`config.mk`:
```
export PLATFORM = sky130hd
export DESIGN_NAME = id_ex_stage
export DESIGN_NICKNAME = d
export VERILOG_FILES = /design/src/rtl/cpu_pkg.sv /design/src/rtl/fwd_mux.sv /design/src/rtl/id_ex_stage.sv
export SDC_FILE = /design/constraint.sdc
export NUM_CORES = 1
export LEC_CHECK = 0
export ABC_CLOCK_PERIOD_IN_PS = 3000
export CAP_MARGIN = 25
export CORE_ASPECT_RATIO = 2
export CORE_UTILIZATION = 44
export CTS_BUF_LIST = sky130_fd_sc_hd__clkbuf_16
export CTS_CLUSTER_DIAMETER = 30
export CTS_CLUSTER_SIZE = 30
export DETAILED_ROUTE_END_ITERATION = 8
export PLACE_DENSITY = 0.78
export SKIP_CTS_REPAIR_TIMING = 1
export SYNTH_ARGS = -nofsm -noshare
export SYNTH_HDL_FRONTEND = slang
export SYNTH_SLANG_ARGS = --single-unit
```
`constraint.sdc`:
```
create_clock -name clk_i -period 3 [get_ports clk_i]
set_input_delay 0.6 -clock clk_i [delete_from_list [all_inputs] [get_ports clk_i]]
set_output_delay 0.6 -clock clk_i [all_outputs]
set_load 0.1 [all_outputs]
```
`src/rtl/cpu_pkg.sv`:
```
// Shared CPU definitions used by the decoder, the ID/EX stage and the ALU.
// Holds the datapath widths and the ALU control encodings so that every
// pipeline block agrees on them.
// Contents:
//   DATA_W      operand / forwarded data width
//   REG_W       register-address width
//   CTRL_W      ALU control field width
//   alu_ctrl_e  ALU operation encodings (add, sub, set-less-than)
package cpu_pkg;

    localparam int DATA_W = 16;
    localparam int REG_W  = 3;
    localparam int CTRL_W = 4;

    typedef enum logic [CTRL_W-1:0] {
        ALU_ADD = 4'b0010,
        ALU_SUB = 4'b0110,
        ALU_SLT = 4'b0111
    } alu_ctrl_e;

endpackage

```
`src/rtl/fwd_mux.sv`:
```
// Operand forwarding selector for one ALU source.
// Picks the newest in-flight value for a register: EX/MEM beats MEM/WB, and
// register 0 is never forwarded because it always reads as the file value.
// Ports:
//   reg_addr         register address held in ID/EX
//   reg_data         register-file value captured in ID/EX
//   exmem_reg_write  EX/MEM writeback valid
//   exmem_rd         EX/MEM destination
//   exmem_result     EX/MEM value
//   memwb_reg_write  MEM/WB writeback valid
//   memwb_rd         MEM/WB destination
//   memwb_data       MEM/WB value
//   fwd_data         selected operand
module fwd_mux #(
    parameter int DATA_W = cpu_pkg::DATA_W,
    parameter int REG_W  = cpu_pkg::REG_W
) (
    input  logic [REG_W-1:0]  reg_addr,
    input  logic [DATA_W-1:0] reg_data,
    input  logic              exmem_reg_write,
    input  logic [REG_W-1:0]  exmem_rd,
    input  logic [DATA_W-1:0] exmem_result,
    input  logic              memwb_reg_write,
    input  logic [REG_W-1:0]  memwb_rd,
    input  logic [DATA_W-1:0] memwb_data,
    output logic [DATA_W-1:0] fwd_data
);

    logic addr_nonzero;
    logic hit_exmem;
    logic hit_memwb;

    assign addr_nonzero = (reg_addr != '0);
    assign hit_exmem    = exmem_reg_write && (exmem_rd == reg_addr) && addr_nonzero;
    assign hit_memwb    = memwb_reg_write && (memwb_rd == reg_addr) && addr_nonzero;

    // EX/MEM is checked first because it holds the younger result.
    always_comb begin
        fwd_data = reg_data;
        if (hit_exmem) begin
            fwd_data = exmem_result;
        end else if (hit_memwb) begin
            fwd_data = memwb_data;
        end
    end

endmodule

```
`src/rtl/id_ex_stage.sv`:
```
// ID/EX pipeline register with valid/ready handshake, operand forwarding and
// a saturating back-pressure counter.
// Ports:
//   clk_i, rst_i                    clock, async active-high reset
//   in_valid / in_ready             decode-side handshake
//   RsData, RtData, Imm             operands from decode
//   ALUSrc                          1 = Imm drives Source2
//   ALU_Ctrl_in, Rs_in, Rt_in, Rd_in, RegWrite_in   decoded control
//   flush                           squash held and incoming instruction
//   exmem_*, memwb_*                forwarding sources
//   out_ready / out_valid           ALU-side handshake
//   Source1, Source2, ALU_Ctrl, Rd_out, RegWrite_out  to the ALU stage
//   stall_cnt                       cycles spent blocked by the ALU stage
module id_ex_stage #(
    parameter int DATA_W = cpu_pkg::DATA_W,
    parameter int CTRL_W = cpu_pkg::CTRL_W,
    parameter int REG_W  = cpu_pkg::REG_W
) (
    input  logic              clk_i,
    input  logic              rst_i,
    input  logic              in_valid,
    output logic              in_ready,
    input  logic [DATA_W-1:0] RsData,
    input  logic [DATA_W-1:0] RtData,
    input  logic [DATA_W-1:0] Imm,
    input  logic              ALUSrc,
    input  logic [CTRL_W-1:0] ALU_Ctrl_in,
    input  logic [REG_W-1:0]  Rs_in,
    input  logic [REG_W-1:0]  Rt_in,
    input  logic [REG_W-1:0]  Rd_in,
    input  logic              RegWrite_in,
    input  logic              flush,
    input  logic              exmem_RegWrite,
    input  logic [REG_W-1:0]  exmem_Rd,
    input  logic [DATA_W-1:0] exmem_Result,
    input  logic              memwb_RegWrite,
    input  logic [REG_W-1:0]  memwb_Rd,
    input  logic [DATA_W-1:0] memwb_Data,
    input  logic              out_ready,
    output logic              out_valid,
    output logic [DATA_W-1:0] Source1,
    output logic [DATA_W-1:0] Source2,
    output logic [CTRL_W-1:0] ALU_Ctrl,
    output logic [REG_W-1:0]  Rd_out,
    output logic              RegWrite_out,
    output logic [15:0]       stall_cnt
);

    logic [DATA_W-1:0] rs_data_q;
    logic [DATA_W-1:0] rt_data_q;
    logic [DATA_W-1:0] imm_q;
    logic              alu_src_q;
    logic [CTRL_W-1:0] alu_ctrl_q;
    logic [REG_W-1:0]  rs_q;
    logic [REG_W-1:0]  rt_q;
    logic [REG_W-1:0]  rd_q;
    logic              reg_write_q;
    logic              load;
    logic [DATA_W-1:0] rt_fwd;

    // The slot is free when empty or draining this cycle; flush blocks loads.
    assign in_ready = (!out_valid || out_ready) && !flush;
    assign load     = in_valid && in_ready;

    // Data fields only move on a load, so they hold while the ALU stalls.
    always_ff @(posedge clk_i or posedge rst_i) begin
        if (rst_i) begin
            rs_data_q   <= '0;
            rt_data_q   <= '0;
            imm_q       <= '0;
            alu_src_q   <= 1'b0;
            alu_ctrl_q  <= '0;
            rs_q        <= '0;
            rt_q        <= '0;
            rd_q        <= '0;
            reg_write_q <= 1'b0;
        end else if (load) begin
            rs_data_q   <= RsData;
            rt_data_q   <= RtData;
            imm_q       <= Imm;
            alu_src_q   <= ALUSrc;
            alu_ctrl_q  <= ALU_Ctrl_in;
            rs_q        <= Rs_in;
            rt_q        <= Rt_in;
            rd_q        <= Rd_in;
            reg_write_q <= RegWrite_in;
        end
    end

    // Valid bit: flush wins, a load refills (no bubble), a drain empties.
    always_ff @(posedge clk_i or posedge rst_i) begin
        if (rst_i) begin
            out_valid <= 1'b0;
        end else if (flush) begin
            out_valid <= 1'b0;
        end else if (load) begin
            out_valid <= 1'b1;
        end else if (out_ready) begin
            out_valid <= 1'b0;
        end
    end

    // Back-pressure counter sticks at all-ones instead of wrapping.
    always_ff @(posedge clk_i or posedge rst_i) begin
        if (rst_i) begin
            stall_cnt <= '0;
        end else if (out_valid && !out_ready && !flush && (stall_cnt != 16'hFFFF)) begin
            stall_cnt <= stall_cnt + 16'd1;
        end
    end

    fwd_mux #(.DATA_W(DATA_W), .REG_W(REG_W)) u_fwd_rs (
        .reg_addr        (rs_q),
        .reg_data        (rs_data_q),
        .exmem_reg_write (exmem_RegWrite),
        .exmem_rd        (exmem_Rd),
        .exmem_result    (exmem_Result),
        .memwb_reg_write (memwb_RegWrite),
        .memwb_rd        (memwb_Rd),
        .memwb_data      (memwb_Data),
        .fwd_data        (Source1)
    );

    fwd_mux #(.DATA_W(DATA_W), .REG_W(REG_W)) u_fwd_rt (
        .reg_addr        (rt_q),
        .reg_data        (rt_data_q),
        .exmem_reg_write (exmem_RegWrite),
        .exmem_rd        (exmem_Rd),
        .exmem_result    (exmem_Result),
        .memwb_reg_write (memwb_RegWrite),
        .memwb_rd        (memwb_Rd),
        .memwb_data      (memwb_Data),
        .fwd_data        (rt_fwd)
    );

    assign Source2      = alu_src_q ? imm_q : rt_fwd;
    assign ALU_Ctrl     = alu_ctrl_q;
    assign Rd_out       = rd_q;
    assign RegWrite_out = reg_write_q && out_valid;

endmodule

```
==> impl_metrics.toml <==
[worst_setup_path]
critPathRequiredTime_ns = 2.40
crit_family = "buffers and inverters"
cp_cell_sequence = "or4b_4, o31ai_4, buf_6, clkbuf_16, o21ai_4, buf_12, nand2_2, a31oi_4, buf_12"
worstSetupStartpoint = "rt_q[1]"
rr_startpoint = "out_valid"
crit_type = "reg2out"
end_kind = "output port"
cp_slowest_cell = "or4b_4"
crit_top_cell = "buf_12"
crit_fanout = 8
arrival_ns = 2.51
cp-start-kind = "flip-flop"
slowest_delay_ns = 0.55
cp_num_buf_inv = 4

[logic_synthesis]
ys_seq_area_share_pct = 46.3
ys_types = 44
ys.warnings.count = 0
ys.flop_type = "dfrtp_1"
avgSynthCellArea_sq_um = 11.3
syn-num-nets = 492
synth-seq-cells = 80
synthCells = 383
synth_edf_count = 0
syn_area_sq_mm = 0.00432
async_flop_share_pct = 100

[floorplanning]
top_level_ports = 166
fp.dieW_um = 72.1
core_area_sq_mm = 0.00945
design.die.area_sq_mm = 0.0102
dieHeight_um = 142
num_rows = 50
initial_core_util_pct = 45.8

[layout]
final_nets = 685
area_delta_synth_final_pct = 73.9
final_cells = 711
antenna_cells = 0
seqCellArea_sq_mm = 0.00200
drive_above_1_share_pct = 43.0
fillCellCount = 582
multi_input_area_sq_mm = 0.00262
fin_area_sq_mm = 0.00752

[place]
dpl_cell_area_sq_mm = 0.00691
port-buffer-count = 165
place_hpwl_um = 10900
dpl.cell_count = 687
place_congestion = 0.859

[detailed_routing]
wire_per_inst_um = 21.0
routed_wl_um = 15000
viasPerCell = 5.53
drt_iter0_drc = 169
drtAntennaViolNets = 0
drc_errors = 0
dr.pass1.iters = 4
via_count = 3934

[global_routing]
met2_usage_pct = 53.6
first_global_vias = 4147
grt_use_met3_pct = 6.16
grt_use_met1_pct = 27.8
antenna_found_initial = 0
grt_max_degree = 46
grt_first_pass_wirelength_um = 21700
top_usage_layer = "met2"
grt_util_all_layers_pct = 28.5
grt_remaining_overflow = 0

[sta]
post-route-period-util_pct = 104
finalMaxSlewViolations = 0
min_period_ns = 3.11
worst_slew_pin_slew_ns = 0.664
whs_ns = 0.506
rsz0062_at_grt = "yes"
timing.final.ws_setup_ns = -0.113
max_slew_margin_pct = 55.7
max_freq_ghz = 0.321
hold_viol_final = 0
clock_skew_ns = 0.00744
finalSetupViolCount = 16

[power]
peakVddDrop_mv = 0.715
power_density_mw_per_mm2 = 750
total_power_mw = 5.64
p_leak_nw = 3.16

[clock_network]
cts_sinks = 80
cts_tree = "built"
cts-root-buf = "clkbuf_16"
clkLatencyLatePin_ns = 0.34
htreeDepth = 3
clock_path_buffers = 2
numCtsBuffers = 9
clkTransAtPathRegs_ns = 0.07

[flow_run]
maxCapViolCount = 0

[hold_path]
hold_path.class = "reg2reg"
hold_path_startpoint = "imm_q[11]"

[status]
status = "finished, violations left"
failed_checks = "negative setup slack"
==> state kept, by name, summed over array words and instances, names as in the netlist <==
signal / cells
rt_data_q: 16
Rd_out: 3
rs_data_q: 16
rs_q: 3
out_valid: 1
imm_q: 16
ALU_Ctrl: 4
stall_cnt: 16
reg_write_q: 1
alu_src_q: 1
rt_q: 3
==> power breakdown <==
part | internal, mW | total (mW) | leakage, nW | switching (mW)
clock | 0.737 | 1.21 | 0.150 | 0.473
combinational | 1.14 | 3.01 | 2.04 | 1.87
sequential | 1.26 | 1.42 | 0.969 | 0.162
total | 3.13 | 5.64 | 3.16 | 2.51
==> kinds of logic (layout without fill, tap and decap cells) <==
group | count (synthesis) | count (layout) | synth area share (%)
and+or+nand+nor | 94 | 94 | 12.0
AOI/OAI and AO/OA | 81 | 82 | 12.9
muxes | 81 | 81 | 20.6
DFF | 80 | 80 | 46.3
buffers and inverters | 27 | 224 | 4.05
xor gates and xnor gates | 19 | 19 | 3.85
adders and majority gates | 1 | 1 | 0.289
==> per-layer routing <==
metal / wire [um] / share of wire, % / vias to the layer above
met3: 803 / 5.4 / 54
met5: 0 / 0 / -
met4: 960 / 6.4 / 0
met2: 8380 / 56 / 170
met1: 4810 / 32 / 1916
li1: - / - / 1794
==> cells in the final DEF (no fill, tap or decap), drive strengths merged, types with 16 or more instances in the layout <==
master         netlist  routed
mux2i               17      17
nand2               23      23
a21oi               22      22
clkdlybuf4s50        0     104
nor2                22      22
buf                 11      96
o31ai               17      17
a31oi               21      21
o211ai              16      16
mux2                64      64
dfrtp               80      80
==> worst paths after layout <==
kind	slack (ns)	end	depth (start not counted)
min	0.51	imm_q[11]	1
max	-0.11	Source2[11]	9
min reg2reg	0.51	imm_q[11]	1
max reg2reg	1.02	stall_cnt[12]	5
max in group asynchronous	1.69	rt_data_q[4]	3
min in group asynchronous	0.65	rt_q[0]	2
==> per-stage QoR <==
step / utilization (%) / setup TNS (ns) / setup slack, ns
3_5_place_dp: 73.2 / -3.59 / -0.242
5_1_grt: 79.6 / -1.69 / -0.155
4_1_cts: 76.6 / -3.66 / -0.244
3_3_place_gp: 73.2 / -3.04 / -0.208
2_1_floorplan: - / -1.26 / -0.387
6_report: 79.6 / -1.01 / -0.113
==> cell usage after synthesis, types with 8 or more instances <==
| master | n | share of area (%) |
|---|---|---|
| dfrtp_1 | 80 | 46 |
| mux2_2 | 63 | 16 |
| nand2_1 | 23 | 2.0 |
| a31oi_1 | 21 | 3.0 |
| xnor2_1 | 13 | 2.6 |
| a21oi_1 | 22 | 2.5 |
| nor2_1 | 22 | 1.9 |
| mux2i_1 | 17 | 3.9 |
| o211ai_1 | 16 | 2.8 |
| or2b_2 | 9 | 1.8 |
| clkbuf_1 | 8 | 0.69 |
| o31ai_1 | 16 | 2.8 |
==> final cells by class <==
class / count / share of cell area, %
Sequential cell: 80 / 26.7
Tap cell: 130 / 2.16
Timing Repair Buffer: 205 / 31.8
Clock buffer: 9 / 3.00
Clock inverter: 7 / 1.37
Multi-Input combinational cell: 277 / 34.8
Inverter: 3 / 0.166
(Power assumes the default switching activity.)
